[config.mk]
export PLATFORM = sky130hd
export DESIGN_NAME = fwd_hazard_unit_flat
export DESIGN_NICKNAME = d
export VERILOG_FILES = /design/src/rtl/fwd_hazard_if.sv /design/src/rtl/fwd_hazard_unit.sv /design/src/flat_wrapper.sv
export SDC_FILE = /design/constraint.sdc
export NUM_CORES = 1
export LEC_CHECK = 0
export BUFFER_PORTS_ARGS = -buffer_cell sky130_fd_sc_hd__buf_2
export CAP_MARGIN = 30
export CORE_MARGIN = 5
export CORE_UTILIZATION = 40
export CTS_CLUSTER_SIZE = 16
export DETAILED_ROUTE_END_ITERATION = 10
export PLACE_DENSITY = 0.68
export RECOVER_POWER = 50
export SLEW_MARGIN = 20
export SYNTH_ARGS = -nofsm -noshare
export SYNTH_HDL_FRONTEND = slang
export SYNTH_SLANG_ARGS = --single-unit
[constraint.sdc]
create_clock -name clk -period 6.1 [get_ports clk]
set_input_delay 1.525 -clock clk [delete_from_list [all_inputs] [get_ports clk]]
set_output_delay 1.525 -clock clk [all_outputs]
set_load 0.01 [all_outputs]
[src/rtl/fwd_hazard_if.sv]
// Operand-forwarding / hazard bus between the pipeline (master) and fwd_hazard_unit (slave).
interface fwd_hazard_if #(
    parameter int NUM_RD = 2,
    parameter int REG_AW = 5
);
    logic [NUM_RD*REG_AW-1:0] rs_ID;
    logic [NUM_RD-1:0]        rs_used_ID;
    logic [REG_AW-1:0]        rd_ID;
    logic                     reg_WB_ID;
    logic                     long_issue;
    logic [REG_AW-1:0]        rd_MEM;
    logic [REG_AW-1:0]        rd_WB;
    logic                     reg_WB_MEM;
    logic                     reg_WB_WB;
    logic                     mem_read_MEM;
    logic                     flush;
    logic [NUM_RD*2-1:0]      forward_sel;
    logic                     stall;
    logic                     long_wb;
    logic [REG_AW-1:0]        long_rd;

    modport master (
        output rs_ID, rs_used_ID, rd_ID, reg_WB_ID, long_issue,
               rd_MEM, rd_WB, reg_WB_MEM, reg_WB_WB, mem_read_MEM, flush,
        input  forward_sel, stall, long_wb, long_rd
    );

    modport slave (
        input  rs_ID, rs_used_ID, rd_ID, reg_WB_ID, long_issue,
               rd_MEM, rd_WB, reg_WB_MEM, reg_WB_WB, mem_read_MEM, flush,
        output forward_sel, stall, long_wb, long_rd
    );
endinterface

[src/rtl/fwd_hazard_unit.sv]
// Forwarding, load-use and single-entry long-op scoreboard for the 5-stage pipeline.
// Optional FWD_STATS_EN adds a saturating stall-cycle counter on stall_cnt.
module fwd_hazard_unit #(
    parameter int NUM_RD   = 2,
    parameter int REG_AW   = 5,
    parameter int LONG_LAT = 3
) (
    input  logic         clk,
    input  logic         rst_n,
    fwd_hazard_if.slave  hz
`ifdef FWD_STATS_EN
    ,
    output logic [31:0]  stall_cnt
`endif
);
    localparam int CW = $clog2(LONG_LAT + 1);

    typedef enum logic [1:0] {
        S_IDLE,
        S_BUSY,
        S_DONE
    } sb_state_e;

    sb_state_e         state_q, state_d;
    logic [CW-1:0]     cnt_q, cnt_d;
    logic [REG_AW-1:0] long_rd_q, long_rd_d;

    logic [NUM_RD*2-1:0] fwd_sel;
    logic [REG_AW-1:0]   rs;
    logic                used, mem_hit, wb_hit, long_hit;
    logic                load_use, raw, waw, structural;
    logic                busy, stall, accept;

    assign busy = (state_q == S_BUSY);

    always_comb begin
        fwd_sel  = '0;
        load_use = 1'b0;
        raw      = 1'b0;
        rs       = '0;
        used     = 1'b0;
        mem_hit  = 1'b0;
        wb_hit   = 1'b0;
        long_hit = 1'b0;
        for (int unsigned i = 0; i < NUM_RD; i++) begin
            rs       = hz.rs_ID[i*REG_AW +: REG_AW];
            used     = hz.rs_used_ID[i] && (rs != '0);
            mem_hit  = used && hz.reg_WB_MEM && (hz.rd_MEM == rs);
            wb_hit   = used && hz.reg_WB_WB && (hz.rd_WB == rs);
            long_hit = used && (long_rd_q == rs);
            // A load in MEM cannot forward; its select is irrelevant because the port stalls.
            if (mem_hit && hz.mem_read_MEM)
                load_use = 1'b1;
            if (mem_hit && !hz.mem_read_MEM)
                fwd_sel[i*2 +: 2] = 2'b01;
            else if (long_hit && (state_q == S_DONE))
                fwd_sel[i*2 +: 2] = 2'b11;
            else if (wb_hit)
                fwd_sel[i*2 +: 2] = 2'b10;
            if (long_hit && busy)
                raw = 1'b1;
        end
    end

    assign waw        = busy && hz.reg_WB_ID && (hz.rd_ID == long_rd_q) && (hz.rd_ID != '0);
    assign structural = busy && hz.long_issue;
    assign stall      = load_use | raw | waw | structural;
    assign accept     = hz.long_issue & ~stall & ~hz.flush;

    always_comb begin
        state_d   = state_q;
        cnt_d     = cnt_q;
        long_rd_d = long_rd_q;
        unique case (state_q)
            S_IDLE, S_DONE: begin
                if (accept) begin
                    long_rd_d = hz.rd_ID;
                    if (LONG_LAT == 1) begin
                        state_d = S_DONE;
                        cnt_d   = '0;
                    end else begin
                        state_d = S_BUSY;
                        cnt_d   = CW'(LONG_LAT - 1);
                    end
                end else begin
                    state_d = S_IDLE;
                end
            end
            S_BUSY: begin
                if (cnt_q == CW'(1)) begin
                    state_d = S_DONE;
                    cnt_d   = '0;
                end else begin
                    cnt_d = cnt_q - CW'(1);
                end
            end
            default: begin
                state_d = S_IDLE;
                cnt_d   = '0;
            end
        endcase
        if (hz.flush) begin
            state_d = S_IDLE;
            cnt_d   = '0;
        end
    end

    always_ff @(posedge clk or negedge rst_n) begin
        if (!rst_n) begin
            state_q   <= S_IDLE;
            cnt_q     <= '0;
            long_rd_q <= '0;
        end else begin
            state_q   <= state_d;
            cnt_q     <= cnt_d;
            long_rd_q <= long_rd_d;
        end
    end

    assign hz.forward_sel = fwd_sel;
    assign hz.stall       = stall;
    assign hz.long_wb     = (state_q == S_DONE);
    assign hz.long_rd     = long_rd_q;

`ifdef FWD_STATS_EN
    logic [31:0] stall_cnt_q;

    always_ff @(posedge clk or negedge rst_n) begin
        if (!rst_n)
            stall_cnt_q <= '0;
        else if (stall && (stall_cnt_q != '1))
            stall_cnt_q <= stall_cnt_q + 32'd1;
    end

    assign stall_cnt = stall_cnt_q;
`endif
endmodule

[src/flat_wrapper.sv]
// flat-port wrapper written by rule: the top's interface ports become plain ports
module fwd_hazard_unit_flat 
#(
    parameter int NUM_RD   = 2,
    parameter int REG_AW   = 5,
    parameter int LONG_LAT = 3
)
  (clk, rst_n, hz_rs_ID, hz_rs_used_ID, hz_rd_ID, hz_reg_WB_ID, hz_long_issue, hz_rd_MEM, hz_rd_WB, hz_reg_WB_MEM, hz_reg_WB_WB, hz_mem_read_MEM, hz_flush, hz_forward_sel, hz_stall, hz_long_wb, hz_long_rd);
  fwd_hazard_if #(.NUM_RD(NUM_RD), .REG_AW(REG_AW)) hz_i ();
  input  logic clk;
  input  logic rst_n;
  input wire logic [$bits(hz_i.rs_ID)-1:0] hz_rs_ID;
  input wire logic [$bits(hz_i.rs_used_ID)-1:0] hz_rs_used_ID;
  input wire logic [$bits(hz_i.rd_ID)-1:0] hz_rd_ID;
  input wire logic [$bits(hz_i.reg_WB_ID)-1:0] hz_reg_WB_ID;
  input wire logic [$bits(hz_i.long_issue)-1:0] hz_long_issue;
  input wire logic [$bits(hz_i.rd_MEM)-1:0] hz_rd_MEM;
  input wire logic [$bits(hz_i.rd_WB)-1:0] hz_rd_WB;
  input wire logic [$bits(hz_i.reg_WB_MEM)-1:0] hz_reg_WB_MEM;
  input wire logic [$bits(hz_i.reg_WB_WB)-1:0] hz_reg_WB_WB;
  input wire logic [$bits(hz_i.mem_read_MEM)-1:0] hz_mem_read_MEM;
  input wire logic [$bits(hz_i.flush)-1:0] hz_flush;
  output wire logic [$bits(hz_i.forward_sel)-1:0] hz_forward_sel;
  output wire logic [$bits(hz_i.stall)-1:0] hz_stall;
  output wire logic [$bits(hz_i.long_wb)-1:0] hz_long_wb;
  output wire logic [$bits(hz_i.long_rd)-1:0] hz_long_rd;
  assign hz_i.rs_ID = hz_rs_ID;
  assign hz_i.rs_used_ID = hz_rs_used_ID;
  assign hz_i.rd_ID = hz_rd_ID;
  assign hz_i.reg_WB_ID = hz_reg_WB_ID;
  assign hz_i.long_issue = hz_long_issue;
  assign hz_i.rd_MEM = hz_rd_MEM;
  assign hz_i.rd_WB = hz_rd_WB;
  assign hz_i.reg_WB_MEM = hz_reg_WB_MEM;
  assign hz_i.reg_WB_WB = hz_reg_WB_WB;
  assign hz_i.mem_read_MEM = hz_mem_read_MEM;
  assign hz_i.flush = hz_flush;
  assign hz_forward_sel = hz_i.forward_sel;
  assign hz_stall = hz_i.stall;
  assign hz_long_wb = hz_i.long_wb;
  assign hz_long_rd = hz_i.long_rd;
  fwd_hazard_unit #(.NUM_RD(NUM_RD), .REG_AW(REG_AW), .LONG_LAT(LONG_LAT)) u_core (.clk(clk), .rst_n(rst_n), .hz(hz_i));
endmodule
==> metrics.cfg, run 1 <==
[outcome]
status=completed

[worst_setup_path]
cp_num_buf_inv=2
r2r-start=u_core.state_q[0]
critPathMaxStageDelay_ns=0.55
cp_top_family=simple AND/OR/NAND/NOR gates
crit_top_cell=buf_2
crit_chain=buf_2 -> or4_4 -> o21ai_4 -> and4b_1 -> o21ai_2 -> o211ai_1 -> buf_2
r2r_end=u_core.hz.long_rd[1]
cp-end-kind=output port
worstPathRequired_ns=4.58
r2r_slack_ns=4.33
slowest_stage=or4_4
reg2reg_depth=4
path_class=in -> out
worstPathMaxFanout=6
start_kind=input port
arrival_ns=3.14

[yosys]
synth_compound_area_share_pct=22.62
synth_top_family_by_area=simple AND/OR/NAND/NOR gates
yosysSeqAreaShare_pct=19.29
synth-edff-count=0
syn_area_um2=1167
synth_common_cells=19 x xor2_1, 15 x xnor2_1, 12 x nand3_1
synth.avg_cell_area_um2=8.338
synth_area_leader_cell=dfrtp_1
synthTopCellsByArea=dfrtp_1 19%, xor2_1 14%, xnor2_1 11%
synth_fa_ha_area_share_pct=1.072
synthArstFlopShare_pct=100.0
syn_nets=176
synth_most_common_cell=xor2_1
synth.mux.area_fraction_pct=0
yosysUniqueCellTypes=36
ys.warnings.count=0
yosysTopAreaCellShare_pct=19.29
synth_seq_cells=9
synthCells=140
synth_ff_type=dfrtp_1
synth-xor-area-share_pct=25.51
synth-simple-area-share_pct=25.72

[clock_tree]
cts_tree=done
htreeDepth=1
post_cts_buffers=0
cts.sinks=9
cts_resized=0
path_clk_slew_ns=0.06
numCtsBuffers=3
clockBufferDepth=2
cts_root_buf=clkbuf_4
hold_buffers=0
clk_latency_ns=0.26

[job]
drv_cap=0

[power_and_ir_drop]
ir_worst_vdd_mv=0.1847
powerDensity_nw_per_um2=212.2
leakagePower_nw=0.6232

[timing]
final-setup-viol-count=0
period_share_pct=76.53
drv_slew=0
max_freq_mhz=214.2
skew_ns=0.004975
slew_headroom_pct=42.82
hold_viol=0
worst_pin_slew_ns=0.8545
setup_tns_ns=0
min_period_ns=4.668
rsz0062_at_grt=no

[route]
routed_wirelength_um=3351
drt-initial-drc-count=40
wire_per_inst_um=15.96
ant_nets=0
routed_via_density=5.948
vias=1249
drt-pass1-iter-count=4
drc=0

[cells_and_area]
area_delta_synth_final_pct=19.40
nets=216
diodes=0
instances_no_fill=210
drive_above_1_share_pct=28.49

[floorplan]
die-area_um2=4099
core_um2=2781
die_h_um=64.02
io_pins=46
rows=19
die_x_um=64.02
start_util_pct=41.97

[global_route]
grt_pass1_wl_um=5313
grt_usage_pct=15.86
antenna_found_initial=0
grt_max_degree=19
grt_pass1_vias=1247
grt_overflow=0

[worst_hold_path]
whs_path_depth=2
min_from=u_core.cnt_q[1]
hold_class=reg -> reg
hold_end=u_core.cnt_q[1]

[place]
routabilityCongestion=0.8571
dp_cells=206
dpl.hpwl_um=2827
port_buffers=45

[registers in the layout, summed over array words and instances (netlist names)]
name,flops
u_core.hz.long_rd,5
u_core.cnt_q,2
u_core.state_q,2
[worst max-delay path by stage]
stage / startpoint / to / cells after the start / slack, ns
3_5_place_dp: hz_rs_ID[1] / hz_stall / 7 / 1.44
4_1_cts: hz_rs_ID[1] / hz_stall / 7 / 1.43
5_1_grt: hz_rs_ID[1] / hz_forward_sel[0] / 7 / 1.36
6_report: hz_rs_ID[1] / hz_stall / 7 / 1.43
3_3_place_gp: hz_rs_ID[1] / hz_stall / 7 / 1.45
2_1_floorplan: hz_rs_ID[5] / hz_forward_sel[3] / 5 / 1.75
[worst reg2reg max path, cell delays in order, from the launching register on]
cell and delay (ns):
dfrtp_1 0.42, nor2_1 0.68, a21boi_0 0.22, a41oi_1 0.22, nand3_1 0.11
[through the flow]
stage	worst slack (ns)	power [mW]	hold WS, ns	area (µm²)	util, %
floorplan	1.748	0.2014	0.4697	1167	-
global placement	1.450	0.2459	0.4891	1375	49.44
detailed placement	1.444	0.2515	0.5084	1375	49.44
CTS	1.432	0.2989	0.5227	1401	50.38
global route	1.362	0.3194	0.5530	1394	50.11
finish	1.432	0.2958	0.5234	1394	50.11
[layout make-up]
class | instances | area [µm²]
fillers | 288 | 1388
multi-input cells | 118 | 874.6
flip-flops and latches | 9 | 225.2
repair buffers | 45 | 217.7
well taps | 31 | 38.79
clock buffers | 4 | 26.28
inverters | 3 | 11.26
[routing by layer]
layer  GRT usage [%]  vias to the layer above  share of wire [%]
met5               0                        -                  0
met4           5.714                        0                1.6
met3           4.203                        6                5.6
met2           27.14                       45                 50
met1           18.91                      598                 43
li1                -                      600                  -
[kinds of logic after synthesis]
| kind of cell | Yosys count |
|---|---|
| AO/OA/AOI/OAI | 32 |
| AND/OR/NAND/NOR | 51 |
| adder cells (fa/ha/maj) | 1 |
| flip-flops | 9 |
| buffers and inverters | 13 |
| XOR/XNOR | 34 |
[where the power goes]
group          internal, mW  switching [mW]
clock                0.0252          0.0210
combinational        0.0681          0.0727
sequential           0.0756          0.0332
[cell usage in the layout, fill, tap and decap left out, drive strengths merged]
cell type,netlist,final
nor2b,1,1
nor3,6,6
nand2b,1,1
o21bai,1,1
inv,3,3
a21o,2,2
o211ai,6,6
nand4b,3,3
nand3,12,12
nand2,4,4
nand4,2,2
buf,5,39
clkbuf,5,10
a21boi,5,5
xnor2,15,15
dfrtp,9,9
nor3b,1,1
a22oi,1,1
or4,2,2
o21ai,7,7
a41oi,6,6
a21oi,4,4
and3,5,5
xor2,19,19
and4b,2,2
nor4,6,6
ha,1,1
nor4bb,1,1
nor2,5,5
Power figures use the tool's default switching activity.
==> run 2, diff against run 1 <==
Clock period 6.1 ns to 4.8 ns, I/O delays scaled along.
==> run 2 against run 1 <==
Clock skew hardly changed; critical path depth stayed put; register-to-register slack worse by 1.3 ns; sequential power is 27% higher; global-route usage stayed put; non-clock buffer count stayed put; count of clock-buffer cells in the layout stayed put; critical path type unchanged; critical endpoint unchanged; clock power is 27% higher; sequential share of layout area stayed put.
==> metrics.cfg, run 2 (synthesis gave the netlist of run 1 again) <==
[global_route]
grt_pass1_wl_um=5313  ; unchanged
grt_usage_pct=15.86  ; unchanged
grt_pass1_vias=1247  ; unchanged
grt_max_degree=19  ; unchanged
grt_overflow=0  ; unchanged
antenna_found_initial=0  ; unchanged

[power_and_ir_drop]
powerDensity_nw_per_um2=269.3  ; was 212.2 nW/µm²
leakagePower_nw=0.6232  ; unchanged
ir_worst_vdd_mv=0.2341  ; was 0.1847 mV
p_total_uw=375.3  ; was 295.8 µW

[timing]
final-setup-viol-count=0  ; unchanged
drv_slew=0  ; unchanged
skew_ns=0.005440  ; was 0.004975 ns
period_share_pct=83.70
worst_pin_slew_ns=0.8519  ; was 0.8545 ns
setup_tns_ns=0  ; unchanged
hold_viol=0  ; unchanged
setup_slack_ns=0.7826  ; was 1.432 ns
rsz0062_at_grt=no  ; unchanged
min_period_ns=4.017
slew_headroom_pct=43.00  ; was 42.82%
max_freq_mhz=248.9

[place]
dpl.hpwl_um=2827  ; about the same
routabilityCongestion=0.8571  ; unchanged
port_buffers=45  ; unchanged
placed_cell_area_um2=1375  ; unchanged
place_worst_setup_slack_ns=0.7938  ; was 1.444 ns

[route]
routed_via_density=5.938  ; was 5.948
drt-initial-drc-count=41  ; was 40
drt-met1-wl_um=1437  ; was 1439 µm
topRoutingLayerUsed=met4  ; unchanged
vias=1247  ; was 1249
wire_per_inst_um=15.94  ; was 15.96 µm
ant_nets=0  ; unchanged
routed_wirelength_um=3347  ; was 3351 µm
drt-pass1-iter-count=4  ; unchanged
wl_met2_um=1668  ; was 1666 µm
drc=0  ; unchanged
route.met3.wl_um=186  ; was 189 µm

[clock_tree]
hold_buffers=0  ; unchanged
htreeDepth=1  ; unchanged
cts_tree=done  ; unchanged
cts_root_buf=clkbuf_4  ; unchanged
cts_resized=0  ; unchanged
clk_latency_ns=0.26  ; about the same
clockBufferDepth=2  ; unchanged
cts.sinks=9  ; unchanged
numCtsBuffers=3  ; unchanged
post_cts_buffers=0  ; unchanged
path_clk_slew_ns=0.06  ; about the same

[cells_and_area]
nets=216  ; unchanged
drive_above_1_share_pct=28.49  ; unchanged
final_util_pct=50.11  ; unchanged
mostFrequentLayoutCells=39 x buf_2, 19 x xor2_1, 15 x xnor2_1, 12 x nand3_1, 9 x dfrtp_1  ; unchanged
area_delta_synth_final_pct=19.40  ; unchanged
diodes=0  ; unchanged
largest_register_ffs=5  ; unchanged
design_area_um2=1394  ; unchanged
layout_commonest_cell=buf_2  ; unchanged

[floorplan]
core_um2=2781  ; unchanged
rows=19  ; unchanged
die-area_um2=4099  ; unchanged
io_pins=46  ; unchanged
start_util_pct=41.97  ; unchanged
die_h_um=64.02  ; unchanged
die_x_um=64.02  ; unchanged

[worst_setup_path]
arrival_ns=2.82  ; was 3.14 ns
worstPathRequired_ns=3.60  ; was 4.58 ns
worstPathMaxFanout=6  ; unchanged
start_kind=input port  ; unchanged
path_class=in -> out  ; unchanged
cp-end-kind=output port  ; unchanged
reg2reg_depth=4  ; unchanged

[worst_hold_path]
hold_class=reg -> reg  ; unchanged
whs_path_depth=2  ; unchanged

[outcome]
status=completed  ; unchanged

[job]
drv_cap=0  ; unchanged

## run 2: cell counts in the layout (fill, tap and decap cells not counted)
No cell type changed its count.
## run 2: path summary, 6_finish.rpt
| path | start | endpoint | slack, ns |
|---|---|---|---|
| setup / recovery | hz_rs_ID[1] | hz_stall | 0.78 |
| hold / removal | u_core.cnt_q[1] | u_core.cnt_q[1] | 0.52 |
| setup reg to reg | u_core.state_q[0] | u_core.hz.long_rd[1] | 3.03 |
| hold reg to reg | u_core.cnt_q[1] | u_core.cnt_q[1] | 0.52 |
| max in group asynchronous | rst_n | u_core.hz.long_rd[1] | 3.59 |
| min in group asynchronous | rst_n | u_core.cnt_q[0] | 0.87 |
## run 2: area by class of cell
type / count / area [µm²]
Inverter: 3 / 11.26
Timing Repair Buffer: 45 / 217.7
Clock buffer: 4 / 26.28
Fill cell: 288 / 1388
Multi-Input combinational cell: 118 / 874.6
Sequential cell: 9 / 225.2
Tap cell: 31 / 38.79
## run 2: routing by layer
layer,vias up,track usage [%]
li1,599,-
met1,599,18.91
met2,43,27.14
met3,6,4.203
met4,0,5.714
met5,-,0
## run 2: stage by stage
stage	hold slack, ns	std cells
6_report	0.5234	210
5_1_grt	0.5530	210
4_1_cts	0.5227	210
3_5_place_dp	0.5084	206
3_3_place_gp	0.4891	206
2_1_floorplan	0.4697	140
## run 2: power breakdown
group          internal, mW  total (mW)  switching [mW]
logic                0.0865       0.179          0.0923
clock network        0.0320      0.0585          0.0265
registers            0.0961       0.138          0.0418
total                 0.215       0.375           0.161
## run 2: worst max-delay path, cell delays in order
cell	delay, ns
buf_2	0.14
or4_4	0.55
o21ai_4	0.15
and4b_1	0.32
o21ai_2	0.20
o211ai_1	0.11
buf_2	0.15
==> run 3, diff against run 2 <==
Settings changed: ABC_AREA set to 1, PLACE_DENSITY 0.68 to 0.69.
Clock period 4.8 ns to 3.35 ns, I/O delays scaled along.
==> run 3 against run 2 <==
Final area rose by 14%; power grew 50%; global-route usage increased by 3.4 points; critical endpoint unchanged; count of clock-buffer cells in the layout is the same; cell count up 53%; highest routed layer unchanged; via count is 25% higher.
==> metrics.cfg, run 3 <==
[outcome]
status=completed  ; unchanged

[yosys]
synth_seq_cells=9  ; unchanged
synth-edff-count=0  ; unchanged
synth_ff_type=dfrtp_1  ; unchanged
synthCells=229  ; was 140
synth.avg_cell_area_um2=5.688  ; was 8.338 µm²
yosysTopAreaCellShare_pct=23.92  ; was 19.29%
synth_common_cells=83 x nand2_1, 37 x inv_1, 24 x nor2_1  ; was 19 x xor2_1, 15 x xnor2_1, 12 x nand3_1
syn_nets=265  ; was 176
synthArstFlopShare_pct=100.0  ; unchanged
synthTopCellsByArea=nand2_1 24%, dfrtp_1 17%, inv_1 11%  ; was dfrtp_1 19%, xor2_1 14%, xnor2_1 11%
synth_most_common_cell=nand2_1  ; was xor2_1
yosysUniqueCellTypes=26  ; was 36
syn_area_um2=1302  ; was 1167 µm²
ys.warnings.count=0  ; unchanged
yosysSeqAreaShare_pct=17.29  ; was 19.29%
synth_area_leader_cell=nand2_1  ; was dfrtp_1

[floorplan]
die_h_um=67.07  ; was 64.02 µm
die-area_um2=4498  ; was 4099 µm²
io_pins=46  ; unchanged
core_um2=3078  ; was 2781 µm²
die_x_um=67.07  ; was 64.02 µm
start_util_pct=42.32  ; was 41.97%
rows=20  ; was 19

[route]
drt-initial-drc-count=61  ; was 41
drt-pass1-iter-count=4  ; unchanged
routed_wirelength_um=4017  ; was 3347 µm
wire_per_inst_um=12.51  ; was 15.94 µm
vias=1563  ; was 1247
drc=0  ; unchanged
ant_nets=0  ; unchanged
routed_via_density=4.869  ; was 5.938

[global_route]
grt_overflow=0  ; unchanged
grt_usage_pct=19.25  ; was 15.86%
grt_max_degree=11  ; was 19
grt_pass1_wl_um=6644  ; was 5313 µm
grt_pass1_vias=1466  ; was 1247
antenna_found_initial=0  ; unchanged

[worst_setup_path]
critPathMaxStageDelay_ns=0.17  ; was 0.55 ns
path_class=in -> out  ; unchanged
worstPathMaxFanout=6  ; unchanged
start_kind=input port  ; unchanged
cp-end-kind=output port  ; unchanged
cp_top_family=simple AND/OR/NAND/NOR gates  ; unchanged
arrival_ns=1.99  ; was 2.82 ns
crit_chain=buf_2 -> nor2_1 -> nand4_1 -> nand2_1 -> inv_1 -> nand4_1 -> nand2_1 -> nor2_4 -> inv_1 -> buf_2  ; was buf_2 -> or4_4 -> o21ai_4 -> and4b_1 -> o21ai_2 -> o211ai_1 -> buf_2
cp_num_buf_inv=4  ; was 2
slowest_stage=nor2_4  ; was or4_4
worstPathRequired_ns=2.51  ; was 3.60 ns

[power_and_ir_drop]
p_comb_share_pct=51.8  ; was 47.7%
p_int_uw=291.6  ; was 214.7 µW
leakagePower_nw=0.9627  ; was 0.6232 nW
sw_frac_of_total_pct=48.27  ; was 42.80%
p_total_uw=563.6  ; was 375.3 µW
p_clk_share_pct=15.3  ; was 15.6%
seqPwrFrac_pct=32.8  ; was 36.8%
ir_worst_vdd_mv=0.2943  ; was 0.2341 mV
powerDensity_nw_per_um2=354.4  ; was 269.3 nW/µm²
power_switching_uw=272.0  ; was 160.7 µW

[timing]
setup_tns_ns=0  ; unchanged
final-setup-viol-count=0  ; unchanged
period_share_pct=84.33
setup_slack_ns=0.5250  ; was 0.7826 ns
slew_headroom_pct=67.16  ; was 43.00%
hold_viol=0  ; unchanged
drv_slew=0  ; unchanged
max_freq_mhz=354.0
rsz0062_at_grt=no  ; unchanged
skew_ns=0.001228  ; was 0.005440 ns
worst_pin_slew_ns=0.4926  ; was 0.8519 ns
min_period_ns=2.825

[clock_tree]
numCtsBuffers=3  ; unchanged
cts.sinks=9  ; unchanged
clk_latency_ns=0.27  ; was 0.26 ns
post_cts_buffers=0  ; unchanged
path_clk_slew_ns=0.06  ; about the same
cts_root_buf=clkbuf_4  ; unchanged
cts_resized=0  ; unchanged
htreeDepth=1  ; unchanged
clockBufferDepth=2  ; unchanged
hold_buffers=0  ; unchanged
cts_tree=done  ; unchanged

[cells_and_area]
multi_input_area_um2=905.9  ; was 874.6 µm²
drive_above_1_share_pct=22.74  ; was 28.49%
diodes=0  ; unchanged
seq_area_um2=225.2  ; unchanged
mostFrequentLayoutCells=83 x nand2_1, 39 x buf_2, 37 x inv_1, 24 x nor2_1, 18 x nand4_1  ; was 39 x buf_2, 19 x xor2_1, 15 x xnor2_1, 12 x nand3_1, 9 x dfrtp_1
largest_register_ffs=5  ; unchanged
final_util_pct=51.67  ; was 50.11%
nets=314  ; was 216
instances_no_fill=321  ; was 210
n_fill_cell=356  ; was 288
layout_commonest_cell=nand2_1  ; was buf_2
area_delta_synth_final_pct=22.09  ; was 19.40%

[job]
drv_cap=0  ; unchanged

[place]
dp_cells=317  ; was 206
routabilityCongestion=0.9201  ; was 0.8571
dpl.hpwl_um=3435  ; was 2827 µm
place_worst_setup_slack_ns=0.5476  ; was 0.7938 ns
port_buffers=45  ; unchanged

[worst_hold_path]
hold_class=in -> async  ; was reg -> reg

-- run 3: final timing paths --
check                                     startpoint                   end  slack (ns)  cells after the start
min in group clk                     u_core.cnt_q[1]       u_core.cnt_q[1]        0.55                      2
worst min register to register       u_core.cnt_q[1]       u_core.cnt_q[1]        0.55                      2
max in group asynchronous                      rst_n  u_core.hz.long_rd[0]        2.52                      1
worst min-delay path                           rst_n       u_core.cnt_q[0]        0.50                      1
worst max-delay path                     hz_rs_ID[6]              hz_stall        0.52                     10
worst max register to register  u_core.hz.long_rd[3]  u_core.hz.long_rd[4]        1.82                     12
-- run 3: power by group through the flow --
stage	clock, mW	combinational [mW]	sequential, mW
2_1_floorplan	0	0.204	0.180
3_3_place_gp	0	0.295	0.187
3_5_place_dp	0	0.296	0.186
4_1_cts	0.0893	0.298	0.185
5_1_grt	0.0933	0.332	0.192
6_report	0.0864	0.292	0.185
-- run 3: through the flow --
stage / cell area, µm² / hold WS, ns
2_1_floorplan: 1303 / 0.4995
4_1_cts: 1598 / 0.4058
5_1_grt: 1590 / 0.5432
3_3_place_gp: 1572 / 0.5244
3_5_place_dp: 1572 / 0.5394
6_report: 1590 / 0.4989
-- run 3: area by class of cell --
class                   instances  area share, %
well taps                      44          3.462
inverters                      42          10.07
flip-flops and latches          9          14.16
repair buffers                 45          13.69
clock buffers                   4          1.652
multi-input cells             177          56.96
-- run 3: cell families (layout without fill, tap and decap cells) --
family	Yosys count	count (layout)	share of synthesized area [%]
compound gates	18	18	7.684
xor+xnor	9	9	6.052
fa+ha+maj	1	1	0.9605
buf+inv	43	91	13.16
flops	9	9	17.29
simple gates	149	149	54.85
-- run 3: per-layer routing --
layer | part of all wire, % | GRT usage [%] | up-vias
met4 | 1.6 | 6.076 | 0
met2 | 49 | 33.13 | 41
met1 | 44 | 24.70 | 692
met3 | 5.9 | 2.192 | 7
met5 | 0 | 0 | -
li1 | - | - | 823
